===== src/rtl/accum_scheduler.sv =====
// Round-robin drain of the per-DTP result FIFOs into the accumulator, with
// result counting, accum_fin handshake and done/abort sequencing.
module accum_scheduler #(
    parameter int N_DTPS     = 4,
    parameter int FIFO_WIDTH = 16,
    parameter int CNT_W      = 10,
    parameter int SRC_W      = (N_DTPS > 1) ? $clog2(N_DTPS) : 1
) (
    input  logic                         clk,
    input  logic                         rst_n,
    input  logic                         i_start,
    input  logic [CNT_W-1:0]             i_n_results,
    input  logic                         i_is_clf,
    input  logic                         i_abort,
    input  logic [N_DTPS-1:0]            i_fifo_empty,
    input  logic [N_DTPS*FIFO_WIDTH-1:0] i_fifo_front,
    output logic [N_DTPS-1:0]            o_fifo_pop,
    output logic [FIFO_WIDTH-1:0]        o_acc_data,
    output logic [SRC_W-1:0]             o_acc_src,
    output logic                         o_acc_vld,
    output logic                         o_is_clf,
    output logic                         o_accum_fin,
    output logic                         o_flush,
    input  logic                         i_clf_res_vld,
    input  logic                         i_rgs_res_vld,
    output logic                         o_busy,
    output logic                         o_done
);

    typedef enum logic [2:0] {IDLE, DRAIN, FINISH, WAIT_RES, DONE} state_t;

    state_t                  state;
    logic [CNT_W-1:0]        target;
    logic [CNT_W-1:0]        count;
    logic [SRC_W-1:0]        rr_ptr;
    logic [SRC_W-1:0]        grant;
    logic [SRC_W-1:0]        cand;
    logic                    grant_vld;
    logic                    pop_en;
    logic [FIFO_WIDTH-1:0]   front [N_DTPS];

    for (genvar k = 0; k < N_DTPS; k++) begin : g_front
        assign front[k] = i_fifo_front[k*FIFO_WIDTH +: FIFO_WIDTH];
    end

    function automatic logic [SRC_W-1:0] rr_idx(input logic [SRC_W-1:0] base, input int off);
        return SRC_W'((int'(base) + off) % N_DTPS);
    endfunction

    // Scan from farthest to nearest so the nearest non-empty FIFO after rr_ptr wins.
    always_comb begin
        grant     = rr_ptr;
        grant_vld = 1'b0;
        cand      = rr_ptr;
        for (int i = N_DTPS; i >= 1; i--) begin
            cand = rr_idx(rr_ptr, i);
            if (!i_fifo_empty[cand]) begin
                grant     = cand;
                grant_vld = 1'b1;
            end
        end
    end

    assign pop_en     = (state == DRAIN) && (count != target) && !i_abort && grant_vld;
    assign o_fifo_pop = pop_en ? (N_DTPS'(1) << grant) : '0;
    assign o_busy     = (state != IDLE);

    always_ff @(posedge clk or negedge rst_n) begin
        if (!rst_n) begin
            state       <= IDLE;
            target      <= '0;
            count       <= '0;
            rr_ptr      <= SRC_W'(N_DTPS - 1);
            o_acc_data  <= '0;
            o_acc_src   <= '0;
            o_acc_vld   <= 1'b0;
            o_is_clf    <= 1'b0;
            o_accum_fin <= 1'b0;
            o_flush     <= 1'b0;
            o_done      <= 1'b0;
        end else begin
            o_acc_vld   <= pop_en;
            o_accum_fin <= 1'b0;
            o_flush     <= 1'b0;
            o_done      <= 1'b0;
            if (pop_en) begin
                o_acc_data <= front[grant];
                o_acc_src  <= grant;
                rr_ptr     <= grant;
                count      <= count + CNT_W'(1);
            end
            if (i_abort) begin
                state   <= IDLE;
                count   <= '0;
                o_flush <= 1'b1;
            end else begin
                case (state)
                    IDLE: if (i_start) begin
                        state    <= DRAIN;
                        target   <= i_n_results;
                        o_is_clf <= i_is_clf;
                        count    <= '0;
                    end
                    // count reaches target the cycle the last word is on o_acc_data
                    DRAIN: if (count == target) begin
                        state       <= FINISH;
                        o_accum_fin <= 1'b1;
                    end
                    FINISH: state <= WAIT_RES;
                    WAIT_RES: if (o_is_clf ? i_clf_res_vld : i_rgs_res_vld) begin
                        state  <= DONE;
                        o_done <= 1'b1;
                    end
                    DONE:    state <= IDLE;
                    default: state <= IDLE;
                endcase
            end
        end
    end

endmodule


===== config.mk =====
export PLATFORM = sky130hd
export DESIGN_NAME = accum_scheduler
export DESIGN_NICKNAME = d
export VERILOG_FILES = /design/src/rtl/accum_scheduler.sv
export SDC_FILE = /design/constraint.sdc
export NUM_CORES = 1
export LEC_CHECK = 0
export CORE_AREA = 2 2 89 91
export CTS_CLUSTER_DIAMETER = 30
export CTS_CLUSTER_SIZE = 8
export DETAILED_ROUTE_END_ITERATION = 10
export DIE_AREA = 0 0 91 93
export HOLD_SLACK_MARGIN = 0.02
export PLACE_DENSITY = 0.67
export SLEW_MARGIN = 10
export SYNTH_ARGS = -nofsm -noshare
export SYNTH_HDL_FRONTEND = slang
export SYNTH_SLANG_ARGS = --single-unit

===== constraint.sdc =====
create_clock -name clk -period 4.9 [get_ports clk]
set_input_delay 1.47 -clock clk [delete_from_list [all_inputs] [get_ports clk]]
set_output_delay 1.47 -clock clk [all_outputs]
set_load 0.05 [all_outputs]

# After elaboration in Yosys (flattened, before gate mapping)
# Cells that the tools add are included.
# W data, S select, Z words.
[totals]
ff_bits = 48
in_bits = 85
output_inout_bits = 28
wordCells = 77
[classes]
addsub = 5
order_cmp = 5
n_eq_ne = 8
shift = 1
n_mux = 37
bitwise_logic = 2
reduce_logical = 8
[ops]
columns = ["operator", "count"]
rows = [
  ["$mux W10", 4],
  ["$bmux W16 S2", 1],
  ["$mux W16", 2],
  ["$mux W1", 16],
  ["$lt A2 B3 Y1 const B", 4],
  ["$mux W3", 4],
  ["$pmux W3 S4", 1],
  ["$add A10 B1 Y10 const B", 1],
  ["$eq A10 B10 Y1", 1],
  ["$ne A10 B10 Y1", 1],
  ["$bmux W1 S2", 4],
  ["$mux W2", 4],
  ["$eq A3 B2 Y1 const B", 2],
  ["$ne A3 B3 Y1 const B", 2],
  ["$reduce_and A3 Y1", 2],
  ["$add A2 B1 Y2 const B", 2],
  ["$add A2 B2 Y2 const B", 2],
  ["$mux W4", 1],
  ["$shl A1 B2 Y4 const A", 1],
  ["$eq A3 B1 Y1 const B", 1],
  ["$ge A3 B3 Y1 const B", 1],
  ["$logic_and A1 B1 Y1", 3],
  ["$logic_not A3 Y1", 1],
  ["$ne A3 B2 Y1 const B", 1],
  ["other kinds (4)", 4],
]

# Longest topological paths before layout
[logic_depth]
ltp_word = 12
mapped_depth = 7
ltp_nobuf = 6

# Worst setup path after synthesis
# No wires, ideal clock.
[synth_timing]
path_type = "input to output"
start = "in i_abort"
end = "out o_fifo_pop[0]"
arrival_time_ns = 3.371
required_ns = 3.430
path_slack_ns = 0.059
stages = 5
path_buffers = 1
path_cell_list = "nor2_1 -> and4b_1 -> o31ai_4 -> clkbuf_1 -> nor3_1"
[synth_via]
elab_chain_len = 4
[synth_rtl]
columns = ["item", "line", "text"]
rows = [
  ["start: declaration", "14", "input logic i_abort,"],
  ["$logic_not A1 Y1", "64", "assign pop_en = (state == DRAIN) && (count != target) && !i_abort && grant_vld;"],
  ["$logic_and A1 B1 Y1 (2 in series)", "64", ""],
  ["$mux W4", "65", "assign o_fifo_pop = pop_en ? (N_DTPS'(1) << grant) : '0;"],
  ["end: declaration", "17", "output logic [N_DTPS-1:0] o_fifo_pop,"],
]
# Every way passes these cells.

# Final worst setup path
# Ends and elaborated chain as after synthesis.

==> metrics.md <==
| Metric | Value |
|---|---|
| Outcome | complete, no violations |
| Post-CTS Setup Bufs | 0 |
| CTS tree | built |
| Post-DP HPWL | 6.24 mm |
| Num CTS Buffers | 5 |
| Worst Path Max Fanout | 14 |
| Leak | 1.71 nW |
| Post-CTS Resized | 0 |
| Syn nets | 398 |
| Worst Path Required | 3430 ps |
| Hold path startpoint | o_acc_data[5]$_DFFE_PN0N_ |
| Register area | 1200 µm² |
| Worst slew margin | 28.6% |
| Routed len/inst | 16.1 µm |
| Port bufs | 112 |
| Reg2Reg Depth | 7 |
| Grt peak-use layer | met2 |
| Main flop type after synthesis | dfrtp_1 |
| P per Cell Area | 420 nW/µm² |
| H-tree depth | 2 |
| Commonest cells after routing, fill and taps aside | clkdlybuf4s50_1, dfrtp_1, inv_1 |
| Share of layout cells above drive strength 1 | 10.2% |
| Post-placement cell area | 4060 µm² |
| Die Width | 91 µm |
| Post-synthesis sequential area ratio | 42.6% |
| Hold/Removal Path Class | flip-flop to flip-flop |
| Async set or reset register ratio after synthesis | 100% |
| Worst Setup Start Kind | input pin |
| RSZ-0062 raised after global routing | no |
| Yosys warning total | 0 |
| Final Hold Vio Count | 0 |
| Final Non-Filler Cells | 522 |
| CP arrival | 3200 ps |
| Clock sink count | 48 |
| Most common cell after layout, fill and taps aside | clkdlybuf4s50_1 |
| Number of library cell types mapped by synthesis | 40 |
| VDD IR max | 0.185 mV |
| Maxcap violations | 0 |
| CP Class | input pin to output pin |
| Syn avg cell area | 9.05 µm² |
| Met1 usage | 27.0% |
| # IOs | 113 |
| Final Setup Violations | 0 |
| Setup TNS | 0 ps |
| Final Critical Period | 4670 ps |
| Max Fclk | 214 MHz |
| Number of synthesized flops with an enable pin | 0 |
| Iteration count of the initial detailed-routing pass | 4 |
| Total Die Area | 8460 µm² |
| DRT iter0 DRCs | 169 |
| Placed Cells | 514 |
| Clock transition at path regs | 80 ps |
| First-pass GRT wire length | 13.3 mm |
| Internal reg-to-reg setup slack | 2430 ps |
| Met3 usage | 3.79% |
| RD Place Congestion | 0.836 |
| Post-route ant nets | 0 |
| Routed wire length | 8.40 mm |
| Hold-fix buffers at CTS | 0 |
| Vias in the first global route | 2,683 |
| Final #Nets | 505 |
| Final setup skew | 7.20 ps |
| Slew @ Worst Pin | 1070 ps |
| Yosys reg bits | 48 |
| Power Total | 0.00175 W |
| Hold slack | 483 ps |
| Reg2reg end | count[3]$_DFF_PN0_ |
| Crit share post-route | 95.4% |
| CTS root buf | clkbuf_8 |
| Clk_lat worst skew | 300 ps |
| Number of diodes | 0 |
| Setup crit end kind | output pin |
| Max Transition Viols Final | 0 |
| Syn Std Cell Area | 2820 µm² |
| FF-to-FF Start | count[2]$_DFF_PN0_ |
| Fill cell count | 734 |
| DRC Markers | 0 |
| GR Util All Layers | 19.7% |
| CTS max path bufs | 2 |
| Initial antenna violation count | 0 |
| Core ar. | 7530 µm² |
| Cells after Synth | 312 |
| Synthesis-to-layout area growth | 47.3% |
| Largest net degree at the start of global routing | 49 |
| GRT overflow | 0 |
| Met2 Usage GRT | 31.7% |
| Via density | 5.40 |
| Area of the multi-input gates | 1390 µm² |
| Design area | 4160 µm² |
| Min-Delay Endpoint | o_acc_data[5]$_DFFE_PN0N_ |
| Rows | 32 |
| WHS Path Cells | 2 |
| Initial core utilization | 37.5% |
| Vias | 2,817 |
| Die span in y | 93 µm |
## cell type report
type,count,area share (%)
well taps,102,3.07
clock inverters,2,0.331
repair buffers,123,29.2
clock buffers,6,1.99
multi-input cells,206,33.3
inverters,35,3.16
flip-flops and latches,48,28.9
## routing by layer
layer / vias to the layer above / wire, µm
li1: 1364 / -
met1: 1365 / 3880
met2: 74 / 3990
met3: 14 / 334
met4: 0 / 194
met5: - / 0
## per-stage QoR
| step | worst slack [ps] | util, % |
|---|---|---|
| global placement | 244 | 54.0 |
| detailed placement | 209 | 54.0 |
| finish | 226 | 55.3 |
| floorplan | 58.9 | - |
| CTS | 212 | 55.3 |
| global route | 116 | 55.3 |
## worst max-delay path by stage
stage | start | endpoint | slack (ps) | depth (start not counted)
2_1_floorplan | i_abort | o_fifo_pop[0] | 60 | 5
3_3_place_gp | i_abort | o_fifo_pop[0] | 240 | 6
3_5_place_dp | i_abort | o_fifo_pop[0] | 210 | 6
4_1_cts | i_abort | o_fifo_pop[0] | 210 | 6
5_1_grt | i_abort | o_fifo_pop[0] | 120 | 6
6_report | i_abort | o_fifo_pop[0] | 230 | 6
## cells by family (layout without fill, tap and decap cells)
group	count (synthesis)	count (layout)	share of synthesized area (%)
adder cells (fa/ha/maj)	1	1	0.443
AND/OR/NAND/NOR	71	71	12.2
buffers and inverters	58	166	8.28
XOR/XNOR	11	11	3.41
flip-flops	48	48	42.6
multiplexers	14	14	5.49
AO/OA/AOI/OAI	109	109	27.5
## Yosys cell counts (3+ instances only)
cell type | count | area share [%]
a21oi_1 | 5 | 0.89
o21ai_1 | 4 | 0.71
mux2_2 | 12 | 4.8
and2_1 | 3 | 0.66
a31oi_1 | 33 | 7.3
inv_1 | 34 | 4.5
xnor2_1 | 11 | 3.4
clkbuf_1 | 14 | 1.9
nor2_1 | 11 | 1.5
o211ai_1 | 4 | 1.1
nand2_1 | 29 | 3.9
buf_2 | 7 | 1.2
nor3_1 | 5 | 0.89
nand3_1 | 5 | 0.89
nor2b_1 | 3 | 0.66
a211oi_1 | 32 | 8.5
o31ai_1 | 20 | 5.3
dfrtp_1 | 46 | 41
nand4_1 | 5 | 1.1
## sequential cells by signal (all words and copies together), names as in the netlist
| register | flops |
|---|---|
| o_acc_src | 2 |
| o_acc_data | 16 |
| rr_ptr | 2 |
| o_done | 1 |
| o_accum_fin | 1 |
| o_is_clf | 1 |
| count | 10 |
| o_flush | 1 |
| o_acc_vld | 1 |
| target | 10 |
| state | 3 |
## power breakdown
group | internal (W) | switching (W)
Combinational | 0.000358 | 0.000580
Sequential | 0.000493 | 0.0000629
Clock | 0.000116 | 0.000137
Total | 0.000967 | 0.000780
## worst max-delay path, stage by stage
cell	delay [ps]
clkdlybuf4s50_1	460
nor2_1	170
and4b_1	300
o31ai_4	180
nor3_1	420
buf_12	190
Power figures use the tool's default switching activity.
